<file path="config.mk">
export PLATFORM = sky130hd
export DESIGN_NAME = pulser_array
export DESIGN_NICKNAME = d
export VERILOG_FILES = /design/src/rtl/pulser_pkg.sv /design/src/rtl/pulser_channel.sv /design/src/rtl/pulser_array.sv
export SDC_FILE = /design/constraint.sdc
export NUM_CORES = 1
export LEC_CHECK = 0
export ABC_AREA = 0
export CORE_AREA = 2 2 139 209
export CTS_BUF_LIST = sky130_fd_sc_hd__clkbuf_2 sky130_fd_sc_hd__clkbuf_4 sky130_fd_sc_hd__clkbuf_8
export CTS_CLUSTER_DIAMETER = 200
export DETAILED_ROUTE_END_ITERATION = 8
export DIE_AREA = 0 0 141 211
export MAX_ROUTING_LAYER = met4
export PLACE_DENSITY = 0.81
export RECOVER_POWER = 25
export SETUP_SLACK_MARGIN = 0.02
export SYNTH_ARGS = -nofsm -noshare
export SYNTH_HDL_FRONTEND = slang
export SYNTH_SLANG_ARGS = --single-unit
export TNS_END_PERCENT = 10
</file>
<file path="constraint.sdc">
create_clock -name hi_clk -period 4.15 [get_ports hi_clk]
set_input_delay 0.6225 -clock hi_clk [delete_from_list [all_inputs] [get_ports hi_clk]]
set_output_delay 0.6225 -clock hi_clk [all_outputs]
set_load 0.01 [all_outputs]
</file>
<file path="src/rtl/pulser_pkg.sv">
`default_nettype none
// pulser_pkg: shared channel-state encoding and default sizing for pulser_array (rev 1.0).
package pulser_pkg;

  localparam int c_def_channels = 8;
  localparam int c_def_cw       = 4;
  localparam int c_def_tw       = 8;
  localparam int c_def_dw       = 8;

  typedef enum logic [2:0] {
    IDLE  = 3'd0,
    DELAY = 3'd1,
    P_HI  = 3'd2,
    DEAD  = 3'd3,
    N_HI  = 3'd4,
    PAUSE = 3'd5,
    FIN   = 3'd6
  } ch_state_e;

  function automatic int max_w(input int a, input int b);
    return (a > b) ? a : b;
  endfunction

endpackage
`default_nettype wire

</file>
<file path="src/rtl/pulser_channel.sv">
`default_nettype none
// pulser_channel: one transmit channel FSM (delay, P-high, dead, N-high, pause) (rev 1.0).
module pulser_channel
  import pulser_pkg::*;
#(
  parameter int CW = c_def_cw,
  parameter int TW = c_def_tw,
  parameter int DW = c_def_dw
) (
  input  logic          clk,
  input  logic          rst_n,
  input  logic          go,
  input  logic          abort,
  input  logic          all_fin,
  input  logic          enable,
  input  logic          idle_hi_nxt,
  input  logic [DW-1:0] delay,
  input  logic [CW-1:0] count,
  input  logic [TW-1:0] width,
  input  logic [TW-1:0] dead,
  input  logic [TW-1:0] pause,
  output logic          p,
  output logic          n,
  output logic          fin
);

  localparam int PW = max_w(TW, DW);

  ch_state_e     state, state_nxt;
  logic [PW-1:0] phase_cnt;
  logic [CW-1:0] pulse_cnt;
  logic [PW:0]   phase_len;
  logic          phase_last;
  logic          more_pulses;
  logic          p_nxt, n_nxt;

  always_comb begin
    phase_len = '0;
    case (state)
      DELAY:      phase_len = (PW+1)'(delay);
      P_HI, N_HI: phase_len = (PW+1)'(width);
      DEAD:       phase_len = (PW+1)'(dead);
      PAUSE:      phase_len = (PW+1)'(pause);
      default:    phase_len = '0;
    endcase
  end

  // Compare one bit wider so the last-cycle test never wraps at full-scale values.
  assign phase_last  = ({1'b0, phase_cnt} + (PW+1)'(1)) == phase_len;
  assign more_pulses = ({1'b0, pulse_cnt} + (CW+1)'(1)) < {1'b0, count};

  always_ff @(posedge clk or negedge rst_n) begin
    if (!rst_n) begin
      state     <= IDLE;
      phase_cnt <= '0;
      pulse_cnt <= '0;
      p         <= 1'b0;
      n         <= 1'b0;
    end else begin
      state <= state_nxt;
      if (state_nxt != state || state_nxt == IDLE || state_nxt == FIN)
        phase_cnt <= '0;
      else
        phase_cnt <= phase_cnt + PW'(1);
      if (state == IDLE)
        pulse_cnt <= '0;
      else if (state == N_HI && phase_last)
        pulse_cnt <= pulse_cnt + CW'(1);
      p <= p_nxt;
      n <= n_nxt;
    end
  end

  always_comb begin
    state_nxt = state;
    case (state)
      IDLE:  if (go) state_nxt = !enable ? FIN : (delay != '0) ? DELAY : P_HI;
      DELAY: if (phase_last) state_nxt = P_HI;
      P_HI:  if (phase_last) state_nxt = (dead != '0) ? DEAD : N_HI;
      DEAD:  if (phase_last) state_nxt = N_HI;
      N_HI:  if (phase_last) state_nxt = !more_pulses ? FIN : (pause != '0) ? PAUSE : P_HI;
      PAUSE: if (phase_last) state_nxt = P_HI;
      FIN:   if (all_fin) state_nxt = IDLE;
      default: state_nxt = IDLE;
    endcase
    if (abort) state_nxt = IDLE;
  end

  // Outputs are decoded from the next state so the drive pins are registered without extra latency.
  always_comb begin
    p_nxt = (state_nxt == P_HI) || (state_nxt == IDLE && idle_hi_nxt);
    n_nxt = (state_nxt == N_HI) || (state_nxt == IDLE && idle_hi_nxt);
  end

  assign fin = (state == FIN);

endmodule
`default_nettype wire

</file>
<file path="src/rtl/pulser_array.sv">
`default_nettype none
// pulser_array: multi-channel bipolar transmit pulser with sync, abort and busy/done (rev 1.0).
// Optional PULSER_DAMP_EN: drive p = n = 1 on all channels after a completed burst.
module pulser_array
  import pulser_pkg::*;
#(
  parameter int CHANNELS = c_def_channels,
  parameter int CW       = c_def_cw,
  parameter int TW       = c_def_tw,
  parameter int DW       = c_def_dw
) (
  input  logic                   hi_clk,
  input  logic                   rst_n,
  input  logic                   i_sync,
  input  logic                   i_abort,
  input  logic [CHANNELS-1:0]    i_tx_en,
  input  logic [CW-1:0]          i_pulse_count,
  input  logic [TW-1:0]          i_pulse_width,
  input  logic [TW-1:0]          i_dead_time,
  input  logic [TW-1:0]          i_pulse_pause,
  input  logic [CHANNELS*DW-1:0] i_delay,
  output logic [CHANNELS-1:0]    o_pulse_p,
  output logic [CHANNELS-1:0]    o_pulse_n,
  output logic                   o_busy,
  output logic                   o_done
);

  logic                   sync_meta, sync_s, sync_d;
  logic                   start, accept, abort_hit, all_fin;
  logic                   go, busy, done;
  logic                   idle_hi_nxt;
  logic [CHANNELS-1:0]    fin_vec;
  logic [CHANNELS-1:0]    tx_en_q;
  logic [CW-1:0]          count_q;
  logic [TW-1:0]          width_q, dead_q, pause_q;
  logic [CHANNELS*DW-1:0] delay_q;

  always_ff @(posedge hi_clk or negedge rst_n) begin
    if (!rst_n) begin
      sync_meta <= 1'b0;
      sync_s    <= 1'b0;
      sync_d    <= 1'b0;
    end else begin
      sync_meta <= i_sync;
      sync_s    <= sync_meta;
      sync_d    <= sync_s;
    end
  end

  assign start     = sync_s & ~sync_d;
  assign accept    = start & ~busy & ~i_abort & (i_pulse_count != '0) & (i_pulse_width != '0);
  assign abort_hit = i_abort & busy;
  assign all_fin   = &fin_vec;

  always_ff @(posedge hi_clk or negedge rst_n) begin
    if (!rst_n) begin
      go      <= 1'b0;
      busy    <= 1'b0;
      done    <= 1'b0;
      tx_en_q <= '0;
      count_q <= '0;
      width_q <= '0;
      dead_q  <= '0;
      pause_q <= '0;
      delay_q <= '0;
    end else begin
      go   <= accept;
      done <= all_fin & ~abort_hit;
      if (abort_hit)
        busy <= 1'b0;
      else if (accept)
        busy <= 1'b1;
      else if (done)
        busy <= 1'b0;
      if (accept) begin
        tx_en_q <= i_tx_en;
        count_q <= i_pulse_count;
        width_q <= i_pulse_width;
        dead_q  <= i_dead_time;
        pause_q <= i_pulse_pause;
        delay_q <= i_delay;
      end
    end
  end

`ifdef PULSER_DAMP_EN
  logic idle_hi;

  // Damp level arms on completion and is dropped by a new burst or any abort.
  always_comb begin
    idle_hi_nxt = idle_hi;
    if (i_abort || accept)
      idle_hi_nxt = 1'b0;
    else if (all_fin)
      idle_hi_nxt = 1'b1;
  end

  always_ff @(posedge hi_clk or negedge rst_n) begin
    if (!rst_n)
      idle_hi <= 1'b0;
    else
      idle_hi <= idle_hi_nxt;
  end
`else
  assign idle_hi_nxt = 1'b0;
`endif

  generate
    for (genvar i = 0; i < CHANNELS; i++) begin : g_ch
      pulser_channel #(
        .CW (CW),
        .TW (TW),
        .DW (DW)
      ) u_ch (
        .clk         (hi_clk),
        .rst_n       (rst_n),
        .go          (go),
        .abort       (abort_hit),
        .all_fin     (all_fin),
        .enable      (tx_en_q[i]),
        .idle_hi_nxt (idle_hi_nxt),
        .delay       (delay_q[i*DW +: DW]),
        .count       (count_q),
        .width       (width_q),
        .dead        (dead_q),
        .pause       (pause_q),
        .p           (o_pulse_p[i]),
        .n           (o_pulse_n[i]),
        .fin         (fin_vec[i])
      );
    end
  endgenerate

  assign o_busy = busy;
  assign o_done = done;

endmodule
`default_nettype wire

</file>
* Yosys cells after proc, flatten, opt, wreduce, memory -nomap -nowiden *
Index checks and enable logic that the tools add are counted.

operators by class
  $add $sub $neg = 32
  $lt $le $gt $ge = 8
  eq/ne operators = 88
  multiplexer cells = 125
  bitwise logic cells = 11
  reduce and logical (&&, ||, !) cells = 78

operators by type and width
  operator             number
  $pmux 8 s4           8
  $mux 3               74
  $pmux 3 s6           8
  $eq 3x3->1 const B   40
  $reduce_bool 8->1    11
  $add 8x1->9 const B  8
  $eq 3x2->1 const B   24
  $eq 9x8->1           8
  $add 8x1->8 const B  8
  $mux 4               16
  $mux 8               8
  $logic_not 3->1      16
  $add 4x1->5 const B  8
  $lt 5x4->1           8
  $add 4x1->4 const B  8
  $reduce_or 2->1      16
  $eq 3x1->1 const B   8
  $ne 3x3->1           8
  $logic_or 1x1->1     16
  $mux 2               8
  $reduce_bool 2->1    8
  $logic_and 1x1->1    8
  $reduce_and 8->1     1
  $and 1x1->1          7
  other kinds (4)      9

word-level totals
  flip-flop bits (word level) = 242
  output and inout bits = 18

* Longest topological paths before layout *
  word-level depth = 11
  mapped depth = 13
  gate-level depth less buffers = 13

* Modules after synthesis *
A second synthesis with hierarchy kept.

second synthesis, totals
  cells, all modules = 1908
  area, all modules = 17789.6 sq um

modules (own cells, without submodules)
  module                             times used  cells an instance  area an instance (sq um)  seq. area each (sq um)
  pulser_channel (g_ch[0].u_ch ...)  7           213                1751.7                    425.4
  pulser_array                       1           230                3941.3                    2652.5
  pulser_channel (g_ch[3].u_ch)      1           187                1586.5                    425.4

* Least setup slack after synthesis *
OpenSTA, ideal clock, no wires.

  path type = register -> register
  start = register g_ch[0].u_ch.state[1]
  end = register g_ch[0].u_ch.phase_cnt[5]
  library setup time = 0.144 ns
  arrival = 2.996 ns
  data required time = 4.006 ns
  path slack = 1.010 ns
  stages on the path, launching flop included = 12
  path buffers = 1
  cells stage by stage = dfrtp_1 buf_6 mux2_4 a221o_1 nand3_1 nand4_1 or4_4 nor2_1 mux2i_1 and4b_4 o31ai_4 a21oi_1

between the ends
  longest elaborated chain between the ends = 11
  elaborated cells between the ends (all ways) = 26
  those cells by class = eq/ne (9); mux (10); reduce/logical (7)

ends and longest elaborated chain
  element                                        line                                        text
  start: declaration                             pulser_channel.sv:29                        ch_state_e state, state_nxt;
  start signal: assignment                       pulser_channel.sv:60                        state <= state_nxt;
  $eq 3x2->1 or $eq 3x3->1 (tied branches)       pulser_channel.sv:39, pulser_channel.sv:76
  $reduce_or 2->1                                pulser_channel.sv:39                        case (state)
  $pmux 8 s4                                     pulser_channel.sv:39
  $eq 9x8->1                                     pulser_channel.sv:49                        assign phase_last = ({1'b0, phase_cnt} + (PW+1)'(1)) == phase_len;
  $mux 3 (on tied branches)                      -
  $pmux 3 s6                                     pulser_channel.sv:76                        case (state)
  $mux 3                                         pulser_channel.sv:86                        if (abort) state_nxt = IDLE;
  $ne 3x3->1 or $logic_not 3->1 (tied branches)  pulser_channel.sv:61                        if (state_nxt != state || state_nxt == IDLE || state_nxt == FIN)
  $logic_or 1x1->1                               pulser_channel.sv:61
  $logic_or 1x1->1 (*)                           pulser_channel.sv:61
  $mux 8 (*)                                     pulser_channel.sv:61
  end signal: assignment                         pulser_channel.sv:64                        phase_cnt <= phase_cnt + PW'(1);
  end: declaration                               pulser_channel.sv:30                        logic [PW-1:0] phase_cnt;

Every way passes the cells marked *; elsewhere a longest branch is shown, timed or not.
A chain may end at the register's enable or synchronous reset.

* Final worst setup path *
  start = register pause_q[2]
  end = register g_ch[2].u_ch.phase_cnt[1]

between the ends
  longest elaborated chain between the ends = 10
  elaborated cells between the ends (all ways) = 17
  those cells by class = eq/ne (3); mux (10); reduce/logical (4)

ends and longest elaborated chain
  element                                             line                  text
  start: declaration                                  pulser_array.sv:35    logic [TW-1:0] width_q, dead_q, pause_q;
  start signal: assignment                            pulser_array.sv:80    pause_q <= i_pulse_pause;
  branches (longest 4 deep; another with $eq 9x8->1)  -
  $pmux 3 s6 (*)                                      pulser_channel.sv:76
  $mux 3 (*)                                          pulser_channel.sv:86
  named net g_ch[2].u_ch.state_nxt[0]                 pulser_channel.sv:29
  $ne 3x3->1 or $logic_not 3->1 (tied branches)       pulser_channel.sv:61
  $logic_or 1x1->1                                    pulser_channel.sv:61
  $logic_or 1x1->1 (*)                                pulser_channel.sv:61
  $mux 8 (*)                                          pulser_channel.sv:61
  end signal: assignment                              pulser_channel.sv:64
  end: declaration                                    pulser_channel.sv:30

Mark *: on every way through the listed nets, which the timed path passes.

==> flow_metrics.env <==
export IMPL_outcome="finished, violations left"
export IMPL_violations="capacitance limit, slew limit"
export IMPL_clk_latency_ns=0.59
export IMPL_post_layout_nonfiller_instances=2211
export IMPL_final_antenna_net_count=0
export IMPL_root_buffer="clkbuf_8"
export IMPL_p_per_area_nw_per_um2=747
export IMPL_grt_pass1_wl_um=79100
export IMPL_place_ws_ns=0.359
export IMPL_rr_worst_depth=10
export IMPL_timing_rr_end="g_ch[2].u_ch.phase_cnt[1]"
export IMPL_synth_ff_type="dfrtp_1"
export IMPL_grt_antenna_before_repair=2
export IMPL_cts_buffer_depth=3
export IMPL_synth_cell_type_count=102
export IMPL_numClockSinks=242
export IMPL_netlist_area_um2=16600
export IMPL_drc=0
export IMPL_avgSynthCellArea_um2=9.47
export IMPL_ys_warnings_count=0
export IMPL_critical_path_arrival_ns=4.28
export IMPL_clk_pin_slew_ns=0.07
export IMPL_maxCapViolCount=1
export IMPL_min_period_ns=3.78
export IMPL_vias_per_cell=6.68
export IMPL_layout_drive_gt1_share_pct=16.5
export IMPL_htreeDepth=2
export IMPL_yosys_area_top_type="dfrtp_1"
export IMPL_grt_max_degree=118
export IMPL_fin_setup_tns_ns=0
export IMPL_grt_overflow=0
export IMPL_cts_tree="yes"
export IMPL_hp_class="register to register"
export IMPL_rsz0062_at_grt="no"
export IMPL_dp_cells=2138
export IMPL_start_util_pct=59.5
export IMPL_maxSlewViolCount=116
export IMPL_synthXorXnorAreaFrac_pct=6.04
export IMPL_synth_nets=1895
export IMPL_synthTopCellsByArea="dfrtp_1 37%, mux2_2 8.7%, mux2i_1 5.1%"
export IMPL_detail_route_wirelength_um=51200
export IMPL_fmax_ghz=0.265
export IMPL_critPathCaptureType="register"
export IMPL_r2r_setup_slack_ns=0.37
export IMPL_synth_top_cell_area_share_pct=36.5
export IMPL_via_count=14800
export IMPL_clock_skew_ns=0.0310
export IMPL_worstSetupStartpoint="pause_q[2]"
export IMPL_portBuffers=121
export IMPL_grt_pass1_vias=14600
export IMPL_pin_count=122
export IMPL_globalplace_congestion=0.991
export IMPL_cp_max_fo=10
export IMPL_drt_iter0_markers=1750
export IMPL_netlist_instances=1751
export IMPL_rows=75
export IMPL_nets=1979
export IMPL_synth_compound_area_share_pct=17.1
export IMPL_power_total_mw=14.2
export IMPL_synth_top_family_by_area="simple AND/OR/NAND/NOR gates"
export IMPL_wl_per_cell_um=23.1
export IMPL_worstSetupPathType="register to register"
export IMPL_cts_buffers=41
export IMPL_hold_viol=0
export IMPL_crit_required_ns=4.65
export IMPL_async_reset_ff_share_pct=100
export IMPL_grt_usage_pct=35.4
export IMPL_p_leak_nw=7.86
export IMPL_max_slew_margin_pct=-97.3
export IMPL_worstSetupEndpoint="g_ch[2].u_ch.phase_cnt[1]"
export IMPL_finalSetupViolations=0
export IMPL_die_w_um=141
export IMPL_tightest_slew_ns=2.96
export IMPL_synth_seq_cells=242
export IMPL_synth_mux_area_fraction_pct=14.1
export IMPL_firstDrtPassIters=6
export IMPL_synthSimpleGateAreaFrac_pct=18.5
export IMPL_worst_slack_ns=0.372
export IMPL_synth_edf_count=0
export IMPL_vdd_ir_drop_max_uv=538
export IMPL_synth_fa_ha_area_share_pct=3.02
export IMPL_rr_startpoint="pause_q[2]"
export IMPL_fin_crit_sh_pct=91.0
export IMPL_start_kind="register"
export IMPL_holdBufCountCts=0
export IMPL_yosysSeqAreaShare_pct=36.5
export IMPL_die_area_um2=29800
export IMPL_dpl_hpwl_um=36200
export IMPL_core_area_um2=27900
export IMPL_area_delta_synth_final_pct=14.4
export IMPL_die_height_um=211
## area by class of cell
class                      instances  area, µm²
multi-input combinational       1336       9750
fill                            2174       8900
sequential                       242       6060
timing repair buffer             176       1660
clock buffer                      62        822
tap                              346        433
inverter                          38        143
clock inverter                    10        105
antenna                            1       2.50
## placed cells by master, fill, tap and decap left out, types with 23 or more instances in the layout
master | netlist | final
clkdlybuf4s50_1 | 0 | 119
o21ai_0 | 80 | 80
a21oi_1 | 48 | 47
ha_1 | 40 | 40
nor2_1 | 118 | 118
inv_1 | 37 | 37
xnor2_1 | 40 | 40
buf_4 | 19 | 52
nand2_1 | 126 | 126
and3_1 | 23 | 23
mux2i_1 | 85 | 85
nand3_1 | 71 | 71
o2bb2ai_1 | 23 | 23
xor2_1 | 70 | 70
dfrtp_1 | 242 | 241
nor4_1 | 30 | 30
nand4_1 | 27 | 27
mux2_2 | 128 | 128
clkbuf_8 | 0 | 57
a22oi_1 | 47 | 47
## synthesized netlist by cell type, types with 21 or more instances
master       n
nor4_1      30
clkbuf_1    76
nor2_1     118
nand2_1    126
buf_2       32
mux2_2     128
o22ai_1     21
xnor2_1     40
nand3_1     71
nand4_1     27
nor3_1      22
o21ai_0     80
a21oi_1     48
and3_1      23
o2bb2ai_1   23
inv_1       37
a22oi_1     47
dfrtp_1    242
mux2i_1     85
xor2_1      70
ha_1        40
a31oi_1     21
## layer usage
metal	vias up	global-route usage [%]	share of wire [%]
li1	6641	-	-
met1	7140	42.1	37
met2	768	56.3	47
met3	230	6.28	9.5
met4	0	21.1	6.9
met5	-	-	0
## critical path: stages (launching register included)
cell     delay [ns]
dfrtp_1        0.71
mux2_1         0.48
a22oi_1        0.19
o21ai_1        0.11
xor2_1         0.19
mux2_2         0.40
or2_0          0.37
mux2i_1        0.41
a21o_1         0.20
mux2_2         0.44
nor3b_2        0.17
## cells by family (layout without fill, tap and decap cells)
logic type	Yosys count	after routing
adders and majority gates	40	40
buffers and inverters	173	286
and+or+nand+nor	573	573
xor gates and xnor gates	112	112
muxes	217	217
other	0	1
DFF	242	242
AOI/OAI and AO/OA	394	394
## flip-flops by register name, indices dropped and copies added (netlist names), 4 cells and up
register and cells:
width_q 8, g_ch.u_ch.pulse_cnt 32, g_ch.u_ch.phase_cnt 64, count_q 4, g_ch.u_ch.p 8, delay_q 64
dead_q 8, g_ch.u_ch.n 8, g_ch.u_ch.state 24, pause_q 8, tx_en_q 8
## power by group
group          total, mW  internal [mW]  switching (mW)  leakage (nW)
sequential          4.63           3.06            1.56          3.09
combinational       7.15           3.23            3.92          4.29
clock               2.41           1.39            1.02         0.485
## metrics by stage
step	hold WS (ns)	cell area, µm²	utilization [%]
4_1_cts	0.142	19000	68.1
6_report	0.379	19000	68.1
3_5_place_dp	0.358	18000	64.7
2_1_floorplan	0.327	16600	-
3_3_place_gp	0.346	18000	64.7
5_1_grt	0.389	19000	68.1
## what timing repair did
action                                  in CTS  in global routing
endpoints found under the setup margin       0                  8
setup buffers                                0                  0
gates resized for setup                      0                  2
## worst min-delay path by stage
stage,start,to,slack [ns],cells after the start
finish,sync_meta,sync_s,0.38,0
global placement,sync_meta,sync_s,0.35,0
global route,sync_meta,sync_s,0.39,0
CTS,rst_n,tx_en_q[0],0.14,1
floorplan,rst_n,count_q[0],0.33,0
detailed placement,sync_meta,sync_s,0.36,0
No activity file was read; power rests on OpenSTA's default activity.
==> RTL edit (config.mk and constraints unchanged) <==
Encoding of `ch_state_e`: now one-hot (7 bits for 7 states).
--- a/src/rtl/pulser_pkg.sv
+++ b/src/rtl/pulser_pkg.sv
@@ -8,12 +8,12 @@
   localparam int c_def_dw       = 8;
 
-  typedef enum logic [2:0] {
-    IDLE  = 3'd0,
-    DELAY = 3'd1,
-    P_HI  = 3'd2,
-    DEAD  = 3'd3,
-    N_HI  = 3'd4,
-    PAUSE = 3'd5,
-    FIN   = 3'd6
+  typedef enum logic [6:0] {
+    IDLE  = 7'b0000001,
+    DELAY = 7'b0000010,
+    P_HI  = 7'b0000100,
+    DEAD  = 7'b0001000,
+    N_HI  = 7'b0010000,
+    PAUSE = 7'b0100000,
+    FIN   = 7'b1000000
   } ch_state_e;
 
Formal check against the unedited RTL: same outputs for any inputs over 4 cycles, from zero or initial values and one cycle with rst_n low; so few cycles prove little.
==> RTL edit against the unedited design <==
The run still ends with max-capacitance violations, max-slew violations left; setup slack gained 0.15 ns; highest routed layer unchanged; synthesized area increased by 7.6%; critical path depth down 2; design area rose by 5.4%; sequential cell count up 32; routed wire length increased by 14%; global-route usage grew 5.3 points.
Power is not compared: it rests on default switching activity, and its combinational part moved more than twofold at a synthesized area within 25%.
==> RTL edit: results (changes against the unedited design) <==
global_routing:
  antenna_found_initial: 2  # unchanged
  grt_pass1_vias: 16300  # +11%
  grt_max_degree: 106  # -10%
  grt_pass1_wl_um: 90500  # +14%
  gr-usage-all-layers_pct: 40.7  # +5.3 points
cts:
  clock_path_buffers: 3  # unchanged
  cts_buffers: 43  # +4.9%
timing:
  final_max_slew_viol_count: 75  # -35%
  fin_worst_skew_ns: 0.0170  # -0.0139 ns
  slew-limit-headroom_pct: -31.6  # +66 points
drt:
  routed.top_layer: "met4"
  dr_wl_met3_um: 5160  # +6.2%
  drtIter0Drc: 1337  # -24%
  wl_um: 58300  # +14%
  dr.pass1.iters: 5  # -1
  wl_met1_um: 21000  # +12%
  vias_per_cell: 6.96  # +4.1%
  met2WireLength_um: 27700  # +15%
run_status:
  failed_checks: "max-capacitance violations, max-slew violations"
  status: "complete, but fails checks"
placement:
  port_buffers: 121  # unchanged
  dpl.hpwl_um: 40900  # +13%
  place_worst_setup_slack_ns: 0.631  # +0.272 ns
  place.gp.congestion: 1.00  # +0.90%
worst_setup_path:
  cp_top_family: "simple AND/OR/NAND/NOR gates"
  slowest_stage: "a21oi_1"
  slowest_delay_ns: 0.64  # -0.07 ns
  arrival_ns: 4.03  # -0.25 ns
  path_max_fanout: 16  # +6
finish:
  layout.nets: 2113  # +6.8%
  largestRegisters: "delay_q: 64 flops, g_ch.u_ch.phase_cnt: 64 flops, g_ch.u_ch.state: 56 flops"
  drive_gt1_share_pct: 13.7  # -2.7 points
synthesis:
  synthTopCellsByCount: "266 x dfrtp_1, 130 x nor2_1, 125 x nand2_1, 107 x nand3_1, 95 x clkbuf_1"
  synthTopCellsByArea: "dfrtp_1 37%, mux2_2 5.9%, xor2_1 3.6%, nand3_1 3.0%, ha_1 2.8%"
  ys_types: 97  # -4.9%
  yosysSeqAreaShare_pct: 38.5  # +2.0 points
job:
  cap_violations: 1  # unchanged
==> RTL edit: per-layer routing <==
layer	global-route usage (%)	vias to the layer above
li1	-	7237
met1	47.2	7932
met2	65.0	864
met3	7.69	279
met4	25.8	0
met5	-	-
==> RTL edit: report_power, final <==
group	internal, uW	total (uW)	leakage, uW	switching, uW
clock network	1300	2410	0.000473	1110
registers	3230	4360	0.00358	1130
logic	1120	2810	0.00401	1690
total	5650	9580	0.00807	3940
==> RTL edit: final timing paths <==
check | start | end | slack, ns | cells after the start
max reg2reg | g_ch[2].u_ch.state[1] | g_ch[2].u_ch.phase_cnt[0] | 0.52 | 8
min in group asynchronous | rst_n | g_ch[1].u_ch.phase_cnt[5] | 0.57 | 1
max | g_ch[2].u_ch.state[1] | g_ch[2].u_ch.phase_cnt[0] | 0.52 | 8
max in group asynchronous | rst_n | delay_q[26] | 1.13 | 2
min | sync_meta | sync_s | 0.42 | 0
min reg2reg | sync_meta | sync_s | 0.42 | 0
==> RTL edit: area by class of cell <==
| cell class | count | area, um2 |
|---|---|---|
| clock inverter | 10 | 77.6 |
| multi-input combinational | 1439 | 10100 |
| sequential | 274 | 6870 |
| fill | 2108 | 7870 |
| tap | 346 | 433 |
| antenna | 2 | 5.00 |
| inverter | 50 | 188 |
| timing repair buffer | 161 | 1520 |
| clock buffer | 63 | 805 |
==> RTL edit: per-stage QoR <==
stage / hold slack, ns / cells / cell area, um2 / power [uW]
6_report: 0.424 / 2345 / 20000 / 9580
5_1_grt: 0.430 / 2345 / 20000 / 9910
3_3_place_gp: 0.359 / 2270 / 19100 / 6990
3_5_place_dp: 0.388 / 2270 / 19100 / 7050
2_1_floorplan: 0.327 / 1912 / 17800 / 5520
4_1_cts: 0.0323 / 2343 / 20000 / 9470
==> RTL edit: logic make-up after synthesis <==
| kind of cell | count (synthesis) | synth area share, % |
|---|---|---|
| adder cells (fa/ha/maj) | 40 | 2.81 |
| XOR/XNOR | 119 | 5.84 |
| AO/OA/AOI/OAI | 400 | 16.1 |
| flip-flops | 274 | 38.5 |
| multiplexers | 123 | 7.58 |
| buffers and inverters | 199 | 4.92 |
| AND/OR/NAND/NOR | 757 | 24.3 |
